===== config.mk =====
export PLATFORM = sky130hd
export DESIGN_NAME = infer_sequencer_flat
export DESIGN_NICKNAME = d
export VERILOG_FILES = /design/src/rtl/infer_sequencer_if.sv /design/src/rtl/infer_sequencer.sv /design/src/flat_wrapper.sv
export SDC_FILE = /design/constraint.sdc
export NUM_CORES = 1
export LEC_CHECK = 0
export BUFFER_PORTS_ARGS = -buffer_cell sky130_fd_sc_hd__buf_2
export CORE_AREA = 2 2 78 80
export CTS_BUF_LIST = sky130_fd_sc_hd__clkbuf_8
export CTS_CLUSTER_DIAMETER = 40
export CTS_CLUSTER_SIZE = 14
export DETAILED_ROUTE_END_ITERATION = 16
export DIE_AREA = 0 0 80 82
export PLACE_DENSITY = 0.78
export SLEW_MARGIN = 10
export SYNTH_ARGS = -nofsm -noshare
export SYNTH_HDL_FRONTEND = slang
export SYNTH_SLANG_ARGS = --single-unit

===== constraint.sdc =====
create_clock -name clk -period 2.37 [get_ports clk]
set_input_delay 0 -clock clk [delete_from_list [all_inputs] [get_ports clk]]
set_output_delay 0 -clock clk [all_outputs]
set_load 0.05 [all_outputs]

===== src/rtl/infer_sequencer_if.sv =====
// Handshake bundle between the grid source, the MLP and the result display.
// The sequencer connects through the slave modport; the grid/MLP side uses master.
interface infer_sequencer_if;
  logic        grid_valid;
  logic [15:0] grid_in;
  logic        mlp_start;
  logic [15:0] mlp_grid;
  logic        mlp_done;
  logic        mlp_class;
  logic        result_valid;
  logic        result_class;
  logic        busy;
  logic        timeout_err;
  logic        overrun;

  modport master (
    output grid_valid, grid_in, mlp_done, mlp_class,
    input  mlp_start, mlp_grid, result_valid, result_class, busy, timeout_err, overrun
  );

  modport slave (
    input  grid_valid, grid_in, mlp_done, mlp_class,
    output mlp_start, mlp_grid, result_valid, result_class, busy, timeout_err, overrun
  );
endinterface


===== src/rtl/infer_sequencer.sv =====
// Sequences one MLP inference per submitted 4x4 grid and holds the result on display.
// All outputs are flops whose next values are derived from the next FSM state.
module infer_sequencer #(
  parameter int unsigned TIMEOUT     = 1024,
  parameter int unsigned SHOW_CYCLES = 1000
) (
  input logic              clk,
  input logic              rst,
  infer_sequencer_if.slave bus
);
  typedef enum logic [1:0] {IDLE, START, WAIT, SHOW} state_t;

  state_t      state_q, state_d;
  logic [31:0] cnt_q, cnt_d;
  logic [15:0] mlp_grid_q, mlp_grid_d;
  logic        mlp_start_q, mlp_start_d;
  logic        result_valid_q, result_valid_d;
  logic        result_class_q, result_class_d;
  logic        busy_q, busy_d;
  logic        timeout_err_q, timeout_err_d;
  logic        overrun_q, overrun_d;
  logic        grid_ok;

  assign grid_ok = bus.grid_valid && (bus.grid_in != 16'd0);

  // One counter serves both WAIT (timeout) and SHOW (display time); each exit clears it.
  always_comb begin
    state_d        = state_q;
    cnt_d          = cnt_q;
    mlp_grid_d     = mlp_grid_q;
    result_class_d = result_class_q;
    timeout_err_d  = timeout_err_q;
    overrun_d      = 1'b0;
    unique case (state_q)
      IDLE: begin
        if (grid_ok) begin
          mlp_grid_d    = bus.grid_in;
          timeout_err_d = 1'b0;
          state_d       = START;
        end
      end
      START: begin
        overrun_d = bus.grid_valid;
        cnt_d     = 32'd0;
        state_d   = WAIT;
      end
      WAIT: begin
        overrun_d = bus.grid_valid;
        if (bus.mlp_done) begin
          result_class_d = bus.mlp_class;
          cnt_d          = 32'd0;
          state_d        = SHOW;
        end else if (cnt_q == 32'(TIMEOUT - 1)) begin
          timeout_err_d = 1'b1;
          cnt_d         = 32'd0;
          state_d       = IDLE;
        end else begin
          cnt_d = cnt_q + 32'd1;
        end
      end
      SHOW: begin
        if (grid_ok) begin
          mlp_grid_d    = bus.grid_in;
          timeout_err_d = 1'b0;
          cnt_d         = 32'd0;
          state_d       = START;
        end else if (cnt_q == 32'(SHOW_CYCLES - 1)) begin
          cnt_d   = 32'd0;
          state_d = IDLE;
        end else begin
          cnt_d = cnt_q + 32'd1;
        end
      end
      default: state_d = IDLE;
    endcase
  end

  always_comb begin
    mlp_start_d    = (state_d == START);
    result_valid_d = (state_d == SHOW);
    busy_d         = (state_d == START) || (state_d == WAIT);
  end

  always_ff @(posedge clk or negedge rst) begin
    if (!rst) begin
      state_q        <= IDLE;
      cnt_q          <= 32'd0;
      mlp_grid_q     <= 16'd0;
      mlp_start_q    <= 1'b0;
      result_valid_q <= 1'b0;
      result_class_q <= 1'b0;
      busy_q         <= 1'b0;
      timeout_err_q  <= 1'b0;
      overrun_q      <= 1'b0;
    end else begin
      state_q        <= state_d;
      cnt_q          <= cnt_d;
      mlp_grid_q     <= mlp_grid_d;
      mlp_start_q    <= mlp_start_d;
      result_valid_q <= result_valid_d;
      result_class_q <= result_class_d;
      busy_q         <= busy_d;
      timeout_err_q  <= timeout_err_d;
      overrun_q      <= overrun_d;
    end
  end

  assign bus.mlp_start    = mlp_start_q;
  assign bus.mlp_grid     = mlp_grid_q;
  assign bus.result_valid = result_valid_q;
  assign bus.result_class = result_class_q;
  assign bus.busy         = busy_q;
  assign bus.timeout_err  = timeout_err_q;
  assign bus.overrun      = overrun_q;
endmodule


===== src/flat_wrapper.sv =====
// flat-port wrapper written by rule: the top's interface ports become plain ports
module infer_sequencer_flat 
#(
  parameter int unsigned TIMEOUT     = 1024,
  parameter int unsigned SHOW_CYCLES = 1000
)
  (clk, rst, bus_grid_valid, bus_grid_in, bus_mlp_done, bus_mlp_class, bus_mlp_start, bus_mlp_grid, bus_result_valid, bus_result_class, bus_busy, bus_timeout_err, bus_overrun);
  infer_sequencer_if bus_i ();
  input logic clk;
  input logic rst;
  input wire logic [$bits(bus_i.grid_valid)-1:0] bus_grid_valid;
  input wire logic [$bits(bus_i.grid_in)-1:0] bus_grid_in;
  input wire logic [$bits(bus_i.mlp_done)-1:0] bus_mlp_done;
  input wire logic [$bits(bus_i.mlp_class)-1:0] bus_mlp_class;
  output wire logic [$bits(bus_i.mlp_start)-1:0] bus_mlp_start;
  output wire logic [$bits(bus_i.mlp_grid)-1:0] bus_mlp_grid;
  output wire logic [$bits(bus_i.result_valid)-1:0] bus_result_valid;
  output wire logic [$bits(bus_i.result_class)-1:0] bus_result_class;
  output wire logic [$bits(bus_i.busy)-1:0] bus_busy;
  output wire logic [$bits(bus_i.timeout_err)-1:0] bus_timeout_err;
  output wire logic [$bits(bus_i.overrun)-1:0] bus_overrun;
  assign bus_i.grid_valid = bus_grid_valid;
  assign bus_i.grid_in = bus_grid_in;
  assign bus_i.mlp_done = bus_mlp_done;
  assign bus_i.mlp_class = bus_mlp_class;
  assign bus_mlp_start = bus_i.mlp_start;
  assign bus_mlp_grid = bus_i.mlp_grid;
  assign bus_result_valid = bus_i.result_valid;
  assign bus_result_class = bus_i.result_class;
  assign bus_busy = bus_i.busy;
  assign bus_timeout_err = bus_i.timeout_err;
  assign bus_overrun = bus_i.overrun;
  infer_sequencer #(.TIMEOUT(TIMEOUT), .SHOW_CYCLES(SHOW_CYCLES)) u_core (.clk(clk), .rst(rst), .bus(bus_i));
endmodule

== Word-level counts from Yosys, hierarchy flattened ==
Cells that the tools add are included.

* Bits in registers: 56
* Input port bits: 21
* Output and inout port bits: 22
* Logic and storage cells: 48

* Add/subtract/negate cells: 1
* Eq/ne operators: 11
* Muxes and demuxes: 16
* Reductions and logical operators: 11

{| class="wikitable"
|+ Operators by type and width
! operator !! number
|-
| $mux W32 || 4
|-
| $pmux W32 S3 || 1
|-
| $eq A32 B10 Y1 const B || 2
|-
| $add A32 B1 Y32 const B || 1
|-
| $reduce_bool A16 Y1 || 1
|-
| $mux W2 || 5
|-
| $eq A2 B2 Y1 const B || 4
|-
| $pmux W2 S4 || 1
|-
| $eq A2 B1 Y1 const B || 2
|-
| $mux W1 || 4
|-
| $ne A2 B1 Y1 const B || 2
|-
| $reduce_and A2 Y1 || 2
|-
| $reduce_and A4 Y1 || 1
|-
| $reduce_or A2 Y1 || 2
|-
| $reduce_bool A3 Y1 || 1
|-
| $logic_not A2 Y1 || 1
|-
| $ne A2 B2 Y1 const B || 1
|-
| $pmux W1 S2 || 1
|-
| $reduce_bool A2 Y1 || 1
|-
| $logic_and A1 B1 Y1 || 1
|-
| $logic_or A1 B1 Y1 || 1
|}

== Longest topological paths before layout ==
* Word-level depth: 6
* Mapped depth: 8
* Mapped depth without buffers: 8

== Worst setup path before layout ==
OpenSTA, ideal clock, no wires.

* Path type: flip-flop to flip-flop
* From: register u_core.cnt_q[0]
* To: register u_core.busy_q (netlist: u_core.bus.busy)
* Setup time: 0.113 ns
* Arrival time: 2.120 ns
* Data required time: 2.257 ns
* Slack: 0.137 ns
* Cell stages (with the launch flop): 9
* Buffers on the path: 0
* Clock period less this slack: 2.233 ns
* Path through: dfrtp_1 ha_1 or4bb_1 nor4_4 a21oi_1 nor3_1 o221ai_1 ha_1 inv_1

* Longest elaborated chain between the ends: 6
* Elaborated cells on any way between the ends: 10
* Classes of those cells: 4 x eq/ne; 5 x mux; 1 x reduce/logical

{| class="wikitable"
|+ RTL lines
! what !! line !! source
|-
| from (decl) || infer_sequencer.sv:14 || <nowiki>logic [31:0] cnt_q, cnt_d;</nowiki>
|-
| from (signal assigned) || infer_sequencer.sv:97 || <nowiki>cnt_q <= cnt_d;</nowiki>
|-
| $eq A32 B10 Y1, on equally long branches || infer_sequencer.sv:67, infer_sequencer.sv:53 ||
|-
| $mux W2, on equally long branches || infer_sequencer.sv:67, infer_sequencer.sv:53 ||
|-
| $mux W2, on equally long branches || infer_sequencer.sv:62, infer_sequencer.sv:49 ||
|-
| $pmux W2 S4 (*) || infer_sequencer.sv:34 || <nowiki>unique case (state_q)</nowiki>
|-
| net u_core.state_d[0] || infer_sequencer.sv:13 || <nowiki>state_t state_q, state_d;</nowiki>
|-
| $eq A2 B1 Y1 or $eq A2 B2 Y1 (tied branches) || infer_sequencer.sv:81 || <nowiki>busy_d = (state_d == START) || (state_d == WAIT);</nowiki>
|-
| $logic_or A1 B1 Y1 (*) || infer_sequencer.sv:81 ||
|-
| net u_core.busy_d || infer_sequencer.sv:19 || <nowiki>logic busy_q, busy_d;</nowiki>
|-
| to (signal assigned) || infer_sequencer.sv:102 || <nowiki>busy_q <= busy_d;</nowiki>
|-
| to (decl) || infer_sequencer.sv:19 ||
|}

The timed path passes the listed nets; every way through them passes the cells marked *.
A chain may end at the register's enable or synchronous reset.

== Worst setup path in the final report ==
* From: register u_core.cnt_q[1]
* To: register u_core.cnt_q[0]

* Longest elaborated chain between the ends: 4
* Elaborated cells on any way between the ends: 7
* Classes of those cells: 2 x eq/ne; 5 x mux

{| class="wikitable"
|+ RTL lines
! what !! line
|-
| $eq A32 B10 Y1, on equally long branches || infer_sequencer.sv:67, infer_sequencer.sv:53
|-
| $mux W32, on equally long branches || infer_sequencer.sv:67, infer_sequencer.sv:53
|-
| $mux W32, on equally long branches || infer_sequencer.sv:62, infer_sequencer.sv:49
|-
| $pmux W32 S3 (*) || infer_sequencer.sv:34
|}

Mark *: on every way between the ends. The rest lies on a longest branch, timed or not.

==> out/metrics.yaml <==
clock_tree:
  clk_latency_ns: 0.31
  clk_pin_slew_ns: 0.10
  cts_buffers: 5
  clock-sinks: 56
  ctsRootBufferMaster: "clkbuf_8"
  ctsLongestPathBuffers: 2
  cts-htree-levels: 2
  cts_tree: "built"
route:
  antenna_left: 0
  vias: 2750
  viasPerCell: 5.85
  first_pass_iters: 4
  routed_wirelength_mm: 7.36
  first_iter_violations: 254
  wl_per_cell_um: 15.6
  drcViolationCount: 0
die:
  num_io_pins: 43
  fp.coreArea_um2: 5750
  start_util_pct: 52.7
  rows: 28
  die_w_um: 80
  die_area_um2: 6560
  die_height_um: 82
pwr:
  ir_worst_vdd_uv: 1010
  swShare_pct: 44.8
  power_frac_seq_pct: 31.1
  power_w: 0.00414
  pwr-share-clk_pct: 15.4
  p_leak_nw: 1.74
  power.density_nw_per_um2: 1040
  p_switching_w: 0.00186
  combPwrFrac_pct: 53.5
  internal_power_w: 0.00229
setup_path:
  end_kind: "flip-flop"
  cp_data_arrival_time_ns: 2.59
  path_buf_inv: 1
  timing.rr.end: "u_core.cnt_q[0]"
  r2r_cells: 7
  slowest_delay_ns: 0.46
  critPathMaxFanout: 6
  critical_path_class: "reg2reg"
  ff2ff_setup_slack_ns: -0.01
  r2r-start: "u_core.cnt_q[1]"
  crit_required_ns: 2.58
  cp_slowest_cell: "or4bb_4"
  critPathTopFamily: "simple AND/OR/NAND/NOR gates"
  startpoint_type: "flip-flop"
  path_cells: "ha_2 > or4bb_4 > nor4_4 > a2111oi_4 > buf_4 > or2_4 > mux2_4"
  crit_cells: 7
final_layout:
  drive_gt1_share_pct: 34.2
  n_antenna_cell: 0
  final_common_cell: "dfrtp_1"
  fill_cells: 418
  final_cell_mix: "56 x dfrtp_1, 42 x buf_2, 40 x buf_4, 24 x nand2_1, 22 x o21ai_0"
  nets: 421
  post-route-util_pct: 69.7
  regArea_um2: 1400
  multi_input_area_um2: 1580
  syn2layout_area_growth_pct: 32.2
yosys:
  synth_seq_area_share_pct: 46.3
  synth-seq-cells: 56
  synth.cell_area_um2: 3030
  synth_cell_type_count: 52
  netlist_instances: 294
  synth_ff_type: "dfrtp_1"
  yosys_warnings: 0
  syn_nets: 321
  synthArstFlopShare_pct: 100
  synth_edf_count: 0
  synth.avg_cell_area_um2: 10.3
sta:
  clock.fmax_ghz: 0.420
  drv_slew: 0
  finClkSkew_ns: 0.00683
  tightest_slew_ns: 0.689
  hold_viol_final: 0
  fin_crit_sh_pct: 100
  slew_headroom_pct: 54.1
  fin_ws_ns: -0.00970
  setup_viol: 1
  rsz0062_at_grt: "yes"
  period_needed_ns: 2.38
worst_hold_path:
  hold_start: "bus_mlp_done"
  worstHoldPathType: "in2reg"
  hold_depth: 3
  min_to: "u_core.bus.result_class"
global_route:
  grt_pass1_vias: 2602
  grt_max_degree: 57
  grtUsageTotal_pct: 23.6
  grt.overflow.total: 0
  antenna_found_initial: 0
  grt_first_pass_wirelength_mm: 12.2
placed_design:
  io_buffers: 42
  dp_hpwl_mm: 4.79
  gp_congestion: 0.839
job:
  max_cap_viol_count: 0
status:
  violations: "negative setup slack"
  status: "complete, but fails checks"
-- cells in the mapped netlist (2+ instances only) --
| cell | n | area share [%] |
|---|---|---|
| dfrtp_1 | 56 | 46 |
| nand2_1 | 24 | 3.0 |
| o21ai_0 | 24 | 4.0 |
| mux2_2 | 18 | 6.7 |
| nor3_1 | 17 | 2.8 |
| nand4_1 | 14 | 2.9 |
| nor2_1 | 12 | 1.5 |
| inv_1 | 10 | 1.2 |
| nor4_1 | 10 | 2.1 |
| nand3_1 | 9 | 1.5 |
| clkbuf_1 | 8 | 0.99 |
| ha_1 | 6 | 2.5 |
| mux2i_1 | 6 | 2.0 |
| nand2b_1 | 6 | 1.2 |
| xor2_1 | 6 | 1.7 |
| and2_1 | 5 | 1.0 |
| a21oi_1 | 4 | 0.66 |
| and3_1 | 4 | 0.83 |
| o31ai_1 | 4 | 0.99 |
| and4_1 | 3 | 0.87 |
| buf_2 | 3 | 0.50 |
| o22ai_1 | 3 | 0.62 |
| o2bb2ai_1 | 3 | 0.87 |
| o32ai_1 | 3 | 0.87 |
| xnor2_1 | 3 | 0.87 |
| a2111oi_4 | 2 | 1.8 |
| a31o_2 | 2 | 0.58 |
| a31oi_1 | 2 | 0.41 |
| nand4b_1 | 2 | 0.58 |
| o21ai_1 | 2 | 0.33 |
| o311ai_0 | 2 | 0.58 |
-- power groups by stage --
stage          Sequential, W  Clock, W  Combinational [W]
2_1_floorplan        0.00196         0           0.000842
3_3_place_gp         0.00130         0            0.00199
3_5_place_dp         0.00130         0            0.00202
4_1_cts              0.00129  0.000648            0.00206
5_1_grt              0.00131  0.000683            0.00235
6_report             0.00129  0.000639            0.00222
-- per-layer routing --
metal  share of wire, %  GRT usage, %  up-vias
li1                   -             -     1299
met1                 41          30.1     1337
met2                 51          41.1      100
met3                6.8          5.71       14
met4                1.2          4.58        0
met5                  0             0        -
-- tightest hold or removal path: stages --
cell     delay (ns)
buf_2          0.13
nand2_1        0.11
mux2_2         0.16
-- metrics by stage --
stage / TNS, ns / cell area (um^2) / std cells / setup WS (ns) / hold slack [ns]
2_1_floorplan: 0 / 3030 / 294 / 0.137 / -0.296
3_3_place_gp: 0 / 3540 / 433 / 0.0614 / 0.174
3_5_place_dp: -0.00276 / 3540 / 433 / -0.00276 / 0.178
4_1_cts: 0 / 3870 / 463 / 0.00203 / 0.101
5_1_grt: -0.318 / 4000 / 470 / -0.0887 / 0.124
6_report: -0.00970 / 4000 / 470 / -0.00970 / 0.127
-- worst max path at each step --
stage,end,from
floorplan,u_core.bus.busy,u_core.cnt_q[0]
global placement,u_core.bus.busy,u_core.cnt_q[16]
detailed placement,u_core.cnt_q[6],u_core.cnt_q[0]
CTS,u_core.bus.busy,u_core.cnt_q[1]
global route,u_core.cnt_q[0],u_core.cnt_q[1]
finish,u_core.cnt_q[0],u_core.cnt_q[1]
-- flip-flops by register name, indices dropped and copies added (netlist names) --
signal and cells:
u_core.bus.result_valid 1, u_core.bus.mlp_start 1, u_core.bus.result_class 1, u_core.bus.busy 1, u_core.bus.timeout_err 1, u_core.state_q 2, u_core.cnt_q 32, u_core.bus.mlp_grid 16
u_core.bus.overrun 1
-- final cells by class --
type | count | share of cell area (%)
clock inverters | 3 | 1.06
repair buffers | 106 | 19.5
inverters | 10 | 0.938
clock buffers | 5 | 1.72
multi-input cells | 215 | 39.5
flip-flops and latches | 56 | 35.0
well taps | 75 | 2.34
-- cells by family after synthesis --
logic type,Yosys count,share of synthesized area (%)
simple gates,120,23.6
compound gates,56,13.1
flops,56,46.3
mux,24,8.67
buf+inv,23,3.35
xor+xnor,9,2.60
fa+ha+maj,6,2.48
-- what timing repair did --
| action | CTS | global route |
|---|---|---|
| setup endpoints to repair | 6 | 34 |
| setup buffers | 3 | 7 |
| pin swaps | 1 | 7 |
| gates resized for setup | 0 | 19 |
| hold endpoints to repair | 74 | 0 |
| hold buffers | 19 | 0 |
Power figures use the tool's default switching activity.
